**src/rtl/alu_issue_ctrl_if.sv**
```systemverilog
// Instruction-memory fetch channel and ALU operand/result channel of the
// issue controller.
//   master : the sequencer (drives imem_req/imem_addr and ALU operands,
//            consumes instruction words and ALU results)
//   slave  : the memory/ALU side
// Signals:
//   imem_req/imem_addr            fetch request and address (PC)
//   imem_valid/imem_data          returned 16-bit instruction word
//   alu_a/alu_b/alu_opcode        ALU operands and opcode
//   alu_result/alu_zero/
//   alu_branch_taken              ALU outputs
interface alu_issue_ctrl_if;
  logic        imem_req;
  logic [7:0]  imem_addr;
  logic        imem_valid;
  logic [15:0] imem_data;
  logic [7:0]  alu_a;
  logic [7:0]  alu_b;
  logic [3:0]  alu_opcode;
  logic [7:0]  alu_result;
  logic        alu_zero;
  logic        alu_branch_taken;

  modport master (
    output imem_req, imem_addr, alu_a, alu_b, alu_opcode,
    input  imem_valid, imem_data, alu_result, alu_zero, alu_branch_taken
  );

  modport slave (
    input  imem_req, imem_addr, alu_a, alu_b, alu_opcode,
    output imem_valid, imem_data, alu_result, alu_zero, alu_branch_taken
  );
endinterface

```
**src/rtl/alu_issue_ctrl.sv**
```systemverilog
// Multi-cycle instruction sequencer driving an 8-bit ALU.
// Fetches 16-bit instructions, reads operands from a 4x8 register file,
// issues them to the ALU and writes back the result / updates the PC.
// Ports:
//   clk, rst_n      clock, asynchronous active-low reset
//   bus             fetch + ALU channels (master side)
//   retire          one-cycle pulse during each EXECUTE
//   halted          set once HALT retires, held until reset
//   dbg_sel/dbg_data combinational debug read of register dbg_sel
module alu_issue_ctrl (
  input  logic                    clk,
  input  logic                    rst_n,
  alu_issue_ctrl_if.master        bus,
  output logic                    retire,
  output logic                    halted,
  input  logic [1:0]              dbg_sel,
  output logic [7:0]              dbg_data
);

  localparam int unsigned DW = 8;
  localparam int unsigned IW = 16;
  localparam int unsigned NR = 4;

  localparam logic [3:0] OP_SLT  = 4'b0101;
  localparam logic [3:0] OP_ADDI = 4'b1001;
  localparam logic [3:0] OP_BEQ  = 4'b1011;
  localparam logic [3:0] OP_BNE  = 4'b1100;
  localparam logic [3:0] OP_HALT = 4'b1111;

  typedef enum logic [2:0] {
    S_IDLE,
    S_FETCH,
    S_DECODE,
    S_EXECUTE,
    S_HALTED
  } state_t;

  state_t         state;
  logic [DW-1:0]  pc;
  logic [IW-1:0]  ir;
  logic [DW-1:0]  regs [NR];

  // Instruction fields
  logic [3:0]     op_c;
  logic [1:0]     f_hi_c;
  logic [1:0]     f_mid_c;
  logic [1:0]     f_lo_c;
  logic [DW-1:0]  imm_c;

  assign op_c    = ir[15:12];
  assign f_hi_c  = ir[11:10];
  assign f_mid_c = ir[9:8];
  assign f_lo_c  = ir[7:6];
  assign imm_c   = ir[7:0];

  logic           is_write_c;
  logic           is_branch_c;
  logic           is_halt_c;
  logic [DW-1:0]  dec_a_c;
  logic [DW-1:0]  dec_b_c;
  logic [DW-1:0]  pc_inc_c;
  logic [DW-1:0]  pc_next_c;

  assign is_write_c  = (op_c <= OP_SLT) || (op_c == OP_ADDI);
  assign is_branch_c = (op_c == OP_BEQ) || (op_c == OP_BNE);
  assign is_halt_c   = (op_c == OP_HALT);

  // Operand selection; R-type field layout is the default for every opcode
  always_comb begin
    dec_a_c = regs[f_mid_c];
    dec_b_c = regs[f_lo_c];
    if (op_c == OP_ADDI) begin
      dec_b_c = imm_c;
    end else if (is_branch_c) begin
      dec_a_c = regs[f_hi_c];
      dec_b_c = regs[f_mid_c];
    end
  end

  // Adding the raw 8-bit offset mod 256 is the same as adding its sign extension
  assign pc_inc_c  = pc + DW'(1);
  assign pc_next_c = (is_branch_c && bus.alu_branch_taken) ? (pc_inc_c + imm_c) : pc_inc_c;

  assign dbg_data = regs[dbg_sel];

  // Sequencer: state, architectural state and all registered outputs
  always_ff @(posedge clk or negedge rst_n) begin
    if (!rst_n) begin
      state          <= S_IDLE;
      pc             <= '0;
      ir             <= '0;
      for (int i = 0; i < int'(NR); i++) regs[i] <= '0;
      bus.imem_req   <= 1'b0;
      bus.imem_addr  <= '0;
      bus.alu_a      <= '0;
      bus.alu_b      <= '0;
      bus.alu_opcode <= '0;
      retire         <= 1'b0;
      halted         <= 1'b0;
    end else begin
      retire <= 1'b0;
      case (state)
        S_IDLE: begin
          bus.imem_req  <= 1'b1;
          bus.imem_addr <= pc;
          state         <= S_FETCH;
        end
        S_FETCH: begin
          if (bus.imem_valid) begin
            ir           <= bus.imem_data;
            bus.imem_req <= 1'b0;
            state        <= S_DECODE;
          end
        end
        S_DECODE: begin
          bus.alu_a      <= dec_a_c;
          bus.alu_b      <= dec_b_c;
          bus.alu_opcode <= op_c;
          retire         <= 1'b1;
          state          <= S_EXECUTE;
        end
        S_EXECUTE: begin
          if (is_write_c) regs[f_hi_c] <= bus.alu_result;
          if (is_halt_c) begin
            halted <= 1'b1;
            state  <= S_HALTED;
          end else begin
            pc            <= pc_next_c;
            bus.imem_addr <= pc_next_c;
            bus.imem_req  <= 1'b1;
            state         <= S_FETCH;
          end
        end
        S_HALTED: begin
          state <= S_HALTED;
        end
        default: begin
          state <= S_IDLE;
        end
      endcase
    end
  end

endmodule

```
**src/flat_wrapper.sv**
```systemverilog
// flat-port wrapper written by rule: the top's interface ports become plain ports
module alu_issue_ctrl_flat 
  (clk, rst_n, retire, halted, dbg_sel, dbg_data, bus_imem_req, bus_imem_addr, bus_alu_a, bus_alu_b, bus_alu_opcode, bus_imem_valid, bus_imem_data, bus_alu_result, bus_alu_zero, bus_alu_branch_taken);
  alu_issue_ctrl_if bus_i ();
  input  logic clk;
  input  logic rst_n;
  output logic retire;
  output logic halted;
  input  logic [1:0] dbg_sel;
  output logic [7:0] dbg_data;
  output wire logic [$bits(bus_i.imem_req)-1:0] bus_imem_req;
  output wire logic [$bits(bus_i.imem_addr)-1:0] bus_imem_addr;
  output wire logic [$bits(bus_i.alu_a)-1:0] bus_alu_a;
  output wire logic [$bits(bus_i.alu_b)-1:0] bus_alu_b;
  output wire logic [$bits(bus_i.alu_opcode)-1:0] bus_alu_opcode;
  input wire logic [$bits(bus_i.imem_valid)-1:0] bus_imem_valid;
  input wire logic [$bits(bus_i.imem_data)-1:0] bus_imem_data;
  input wire logic [$bits(bus_i.alu_result)-1:0] bus_alu_result;
  input wire logic [$bits(bus_i.alu_zero)-1:0] bus_alu_zero;
  input wire logic [$bits(bus_i.alu_branch_taken)-1:0] bus_alu_branch_taken;
  assign bus_imem_req = bus_i.imem_req;
  assign bus_imem_addr = bus_i.imem_addr;
  assign bus_alu_a = bus_i.alu_a;
  assign bus_alu_b = bus_i.alu_b;
  assign bus_alu_opcode = bus_i.alu_opcode;
  assign bus_i.imem_valid = bus_imem_valid;
  assign bus_i.imem_data = bus_imem_data;
  assign bus_i.alu_result = bus_alu_result;
  assign bus_i.alu_zero = bus_alu_zero;
  assign bus_i.alu_branch_taken = bus_alu_branch_taken;
  alu_issue_ctrl u_core (.clk(clk), .rst_n(rst_n), .bus(bus_i), .retire(retire), .halted(halted), .dbg_sel(dbg_sel), .dbg_data(dbg_data));
endmodule
```
**config.mk**
```make
export PLATFORM = sky130hd
export DESIGN_NAME = alu_issue_ctrl_flat
export DESIGN_NICKNAME = d
export VERILOG_FILES = /design/src/rtl/alu_issue_ctrl_if.sv /design/src/rtl/alu_issue_ctrl.sv /design/src/flat_wrapper.sv
export SDC_FILE = /design/constraint.sdc
export NUM_CORES = 1
export LEC_CHECK = 0
export CAP_MARGIN = 20
export CORE_ASPECT_RATIO = 1.75
export CORE_MARGIN = 1.5
export CORE_UTILIZATION = 40
export CTS_BUF_LIST = sky130_fd_sc_hd__clkbuf_8
export DETAILED_ROUTE_END_ITERATION = 8
export GPL_TIMING_DRIVEN = 0
export PLACE_DENSITY = 0.72
export SYNTH_ARGS = -nofsm -noshare
export SYNTH_HDL_FRONTEND = slang
export SYNTH_SLANG_ARGS = --single-unit
```
**constraint.sdc**
```tcl
create_clock -name clk -period 2.7 [get_ports clk]
set_input_delay 0.54 -clock clk [delete_from_list [all_inputs] [get_ports clk]]
set_output_delay 0.54 -clock clk [all_outputs]
set_load 0.01 [all_outputs]
```
==> results.py, run 1 <==
metrics = {
    "routing": {
        "wl_per_cell_um": 18.3,
        "drc": 0,
        "dr.first_iter.drc_count": 164,
        "num_vias": 3772,
        "totalWireLength_um": 12400,
        "via_per_inst": 5.56,
        "firstDrtPassIters": 4,
        "antenna_left": 0,
    },
    "logic_synthesis": {
        "synth_common_cells": "dfrtp_1, nor2_1, mux2_4, mux4_2, a21oi_1",
        "synth_edf_count": 0,
        "syn_inst": 426,
        "synth_area_leaders": "dfrtp_1, mux4_2, mux2_4",
        "syn_nets": 467,
        "synth_top_area_share_pct": 43.0,
        "synth_area_um2": 5240,
        "synth.most_common_cell": "dfrtp_1",
        "synth-main-ff-cell": "dfrtp_1",
        "ys_ff_latch": 90,
        "async_flop_share_pct": 100,
        "synth_area_per_cell_um2": 12.3,
        "synth_cell_types": 51,
        "ys_warn_count": 0,
        "yosysSeqAreaShare_pct": 43.0,
        "synth_area_leader_cell": "dfrtp_1",
    },
    "sta": {
        "fin_crit_ns": 2.56,
        "final.setup.tns_ns": 0,
        "drv_slew": 0,
        "slew-limit-headroom_pct": 47.5,
        "setup_viol": 0,
        "timing.fmax_mhz": 391,
        "tightest_slew_ns": 0.788,
        "finalCritPeriodShare_pct": 94.8,
        "rsz0062_at_grt": "false",
        "finalClockSkew_ns": 0.00770,
        "hold_viol": 0,
        "hold_slack_ns": 0.183,
    },
    "layout": {
        "antenna_cells": 0,
        "layout.cells.non_filler": 679,
        "area_growth_pct": 20.5,
        "fill_cells": 1143,
        "fin_nets": 545,
        "drive_gt1_share_pct": 22.6,
    },
    "cts": {
        "ctsHtreeMaxLevel": 3,
        "hold_buffers": 0,
        "clock-sinks": 90,
        "cts.path.max_buffers": 2,
        "cts_buffers": 9,
        "cts_tree": "yes",
        "clk_latency_ns": 0.37,
        "root_buffer": "clkbuf_8",
        "cts.clk_slew.worst_paths_ns": 0.09,
    },
    "power_and_ir_drop": {
        "power_uw": 8340,
        "p_per_area_nw_per_um2": 1320,
        "p_leak_uw": 0.00267,
        "irDropWorstVdd_mv": 0.356,
    },
    "setup_path": {
        "critPathSlowestCell": "dfrtp_2",
        "critPathLaunchType": "register",
        "criticalPathCategory": "register to register",
        "cp_max_fo": 8,
        "end_kind": "register",
        "cp_data_required_time_ns": 3.00,
        "max_stage_delay_ns": 0.48,
        "path_cells": "ha_1 -> nand3_1 -> xor2_1 -> inv_1 -> ha_1 -> or2_2 -> a211o_1 -> a311o_1 -> nand3_1",
        "arrival_ns": 2.86,
    },
    "die": {
        "io_pins": 70,
        "start_util_pct": 40.7,
        "core_area_um2": 12900,
        "die_x_um": 89.5,
        "rows": 55,
        "die_h_um": 154,
        "die_area_um2": 13800,
    },
    "place": {
        "dp_hpwl_um": 9830,
        "post-place-cells": 664,
        "io_buffers": 66,
        "globalplace.congestion": 0.880,
    },
    "grt": {
        "first_global_vias": 3981,
        "grt_max_degree": 47,
        "grt_overflow": 0,
        "antenna_found_initial": 0,
        "grt.total_usage_pct": 19.7,
        "grt_pass1_wl_um": 20500,
    },
    "min_path": {
        "holdCritPathClass": "primary input to async pin",
    },
    "status": {
        "status": "finished, final reports clean",
    },
    "flow_run": {
        "drv_cap": 0,
    },
}
worst max-delay path, delay by kind of cell (launching register included):
kind	cells	cell delay (ns)
flops	1	0.48
buf+inv	1	0.07
compound gates	2	0.64
fa+ha+maj	2	0.58
xor+xnor	1	0.19
simple gates	3	0.55
power breakdown:
group	total [uW]	switching [uW]	internal [uW]
logic	4840	2180	2670
registers	2670	654	2020
clock network	827	497	330
sequential cells by signal, summed over array words and instances (netlist names), 3 cells and up:
register and flops:
u_core.regs 32, u_core.ir 16, u_core.bus.imem_addr 8, u_core.bus.alu_a 8, u_core.state 3, u_core.bus.alu_b 8, u_core.bus.alu_opcode 4, u_core.pc 8
cells in the final DEF, fill, tap and decap left out, types with 7 or more instances in the layout:
master	n
mux2_1	14
clkdlybuf4s50_1	65
o21ai_0	10
a21oi_1	26
nor2b_1	9
nand3_1	11
mux2i_1	10
clkbuf_8	9
inv_1	8
nor2_1	35
clkbuf_1	10
buf_2	7
a221oi_1	9
dfrtp_1	88
a21o_1	7
mux2_4	32
o21ai_1	9
mux4_2	32
nand2_1	20
ha_1	9
path summary, 6_finish.rpt:
| kind | slack (ns) | cells past startpoint | end | startpoint |
|---|---|---|---|---|
| max | 0.14 | 9 | u_core.pc[7] | u_core.pc[0] |
| min | 0.18 | 1 | u_core.regs[19] | rst_n |
| max reg2reg | 0.14 | 9 | u_core.pc[7] | u_core.pc[0] |
| min reg2reg | 0.47 | 1 | u_core.halted | u_core.halted |
| max in group asynchronous | 1.87 | 2 | u_core.pc[0] | rst_n |
| min in group clk | 0.47 | 1 | u_core.halted | u_core.halted |
metrics by stage:
stage | area [um2] | worst slack [ns] | util [%]
final | 6320 | 0.140 | 49.1
after global placement | 6110 | -2.12 | 47.5
after CTS | 6310 | 0.0805 | 49.0
after detailed placement | 6140 | -0.135 | 47.7
after floorplan | 5240 | 0.388 | -
after global routing | 6320 | 0.00114 | 49.1
cells by family after synthesis:
kind of cell	synth area share [%]
AO/OA/AOI/OAI	10.5
XOR/XNOR	1.34
adder cells (fa/ha/maj)	2.53
buffers and inverters	3.92
flip-flops	43.0
multiplexers	29.1
AND/OR/NAND/NOR	9.57
cell type report:
class | count | area [um2] | area share, %
timing repair buffer | 68 | 693 | 11.0
clock buffer | 9 | 124 | 1.96
multi-input combinational | 298 | 2780 | 44.1
buffer | 29 | 173 | 2.73
tap | 171 | 214 | 3.39
inverter | 8 | 30.0 | 0.475
sequential | 90 | 2250 | 35.7
clock inverter | 6 | 45.0 | 0.713
metal layers:
layer | vias up | share of wire [%] | global-route usage, %
met4 | 0 | 4.7 | 10.3
li1 | 1748 | - | -
met5 | - | 0 | 0
met3 | 42 | 2.5 | 2.45
met1 | 1878 | 35 | 20.5
met2 | 104 | 58 | 36.8
repair_timing:
item | CTS | global route
buffers inserted | 0 | 1
hold endpoints to repair | 0 | 0
gates resized for setup | 1 | 3
setup endpoints to repair | 8 | 4
No activity file was read; power rests on OpenSTA's default activity.
==> run 2: changes to the inputs <==
- CAP_MARGIN: 20 -> unset
- CORE_UTILIZATION: 40 -> 50
- PLACE_DENSITY: 0.72 -> 0.85
==> results.py, run 2 (same netlist as run 1, synthesis figures left out) <==
metrics = {
    "status": {
        "status": "finished, final reports clean",
    },
    "routing": {
        "drc": 0,
        "num_vias": 3834,
        "dr.first_iter.drc_count": 220,
        "wl_per_cell_um": 19.7,
        "via_per_inst": 6.02,
        "firstDrtPassIters": 7,
        "antenna_left": 0,
        "totalWireLength_um": 12500,
    },
    "layout": {
        "area_growth_pct": 20.9,
        "regMostFlops": "u_core.regs",
        "fill_cells": 776,
        "fin_nets": 546,
        "largestRegisters": "u_core.regs x32, u_core.ir x16",
        "drive_gt1_share_pct": 23.9,
        "final_common_cell": "dfrtp_1",
        "multi_input_area_um2": 2800,
        "ff_latch_area_um2": 2260,
        "layout_common_cells": "dfrtp_1, clkdlybuf4s50_1, nor2_1",
        "finish.instance_area_um2": 6340,
        "largest_register_ff_count": 32,
        "antenna_cells": 0,
    },
    "grt": {
        "grt_max_degree": 49,
        "grt.total_usage_pct": 24.4,
        "grt_pass1_wl_um": 20700,
        "grt_overflow": 0,
        "antenna_found_initial": 0,
        "first_global_vias": 4087,
    },
    "die": {
        "core_area_um2": 10200,
        "die_area_um2": 11100,
        "io_pins": 70,
        "rows": 49,
        "die_x_um": 80.4,
        "start_util_pct": 51.2,
        "die_h_um": 138,
    },
    "sta": {
        "hold_slack_ns": 0.163,
        "fin_crit_ns": 2.56,
        "setup_viol": 0,
        "final.setup.tns_ns": 0,
        "hold_viol": 0,
        "drv_slew": 0,
        "finalCritPeriodShare_pct": 94.8,
        "tightest_slew_ns": 0.735,
        "timing.fmax_mhz": 391,
        "finalClockSkew_ns": 0.0129,
        "rsz0062_at_grt": "false",
        "slew-limit-headroom_pct": 51.0,
    },
    "cts": {
        "cts_buffers": 9,
        "cts.path.max_buffers": 2,
        "cts.clk_slew.worst_paths_ns": 0.09,
        "clk_latency_ns": 0.36,
        "ctsHtreeMaxLevel": 3,
        "cts_tree": "yes",
        "clock-sinks": 90,
        "root_buffer": "clkbuf_8",
        "hold_buffers": 0,
    },
    "place": {
        "globalplace.congestion": 0.895,
        "io_buffers": 66,
        "dpl_cell_area_um2": 6080,
        "dp_hpwl_um": 9600,
    },
    "setup_path": {
        "critPathLaunchType": "register",
        "end_kind": "register",
        "cp_max_fo": 6,
        "r2r-end": "u_core.bus.imem_addr[7]",
        "criticalPathCategory": "register to register",
        "arrival_ns": 2.86,
        "r2r_slack_ns": 0.14,
        "rr_worst_depth": 9,
        "crit_start": "u_core.pc[0]",
        "rr_startpoint": "u_core.pc[0]",
        "endpoint": "u_core.bus.imem_addr[7]",
        "cp_data_required_time_ns": 3.00,
    },
    "power_and_ir_drop": {
        "p_per_area_nw_per_um2": 1350,
        "irDropWorstVdd_mv": 0.581,
        "power_uw": 8580,
        "p_leak_uw": 0.00270,
    },
    "flow_run": {
        "drv_cap": 0,
    },
    "min_path": {
        "holdCritPathClass": "primary input to async pin",
    },
}
[run 2: cell count changes in the layout (fill, tap and decap cells not counted), sizes merged]
cell      change
clkbuf        +2
buf           +1
bufinv        +1
clkinv        -1
clkinvlp      -1
[run 2: area by class of cell]
| class | count | share of cell area [%] |
|---|---|---|
| tap | 127 | 2.51 |
| multi-input combinational | 298 | 44.2 |
| clock inverter | 5 | 0.987 |
| clock buffer | 11 | 2.39 |
| buffer | 29 | 2.73 |
| timing repair buffer | 69 | 11.1 |
| sequential | 90 | 35.6 |
| inverter | 8 | 0.474 |
[run 2: repair_timing]
action | 4_1_cts | 5_1_grt
pin swaps | 1 | 1
endpoints found under the setup margin | 10 | 3
resized for setup | 1 | 7
setup buffers | 1 | 1
[run 2: where the power goes]
group	total [uW]	internal (uW)	switching [uW]
combinational	4880	2680	2200
sequential	2720	2020	701
clock	974	482	493
[run 2: critical path: stages, from the launching register on]
cell,delay (ns)
dfrtp_2,0.47
ha_1,0.26
nand3_1,0.14
xor2_2,0.18
inv_1,0.07
ha_1,0.32
or2_2,0.35
a211o_1,0.34
a311o_1,0.30
nand3_1,0.08
[run 2: how the worst min path moves through the flow]
stage / startpoint / endpoint / slack [ns] / cells after the start
after floorplan: rst_n / u_core.bus.alu_a[0] / 0.24 / 0
after global placement: u_core.halted / u_core.halted / 0.45 / 1
after detailed placement: u_core.halted / u_core.halted / 0.46 / 1
after CTS: rst_n / u_core.state[0] / 0.18 / 1
after global routing: rst_n / u_core.state[0] / 0.20 / 1
final: rst_n / u_core.state[0] / 0.16 / 1
[run 2: metrics by stage]
step	std cells	setup slack [ns]	utilization (%)
2_1_floorplan	426	0.388	-
3_3_place_gp	619	-2.00	59.2
3_5_place_dp	620	-0.0882	59.4
4_1_cts	637	0.0390	61.6
5_1_grt	637	0.00469	61.9
6_report	637	0.140	61.9
[run 2: layer usage]
metal | routed length (um) | global-route usage, % | part of all wire [%]
met4 | 576 | 13.3 | 4.6
met5 | 0 | 0 | 0
met3 | 511 | 3.43 | 4.1
met2 | 7030 | 43.5 | 56
met1 | 4420 | 27.1 | 35
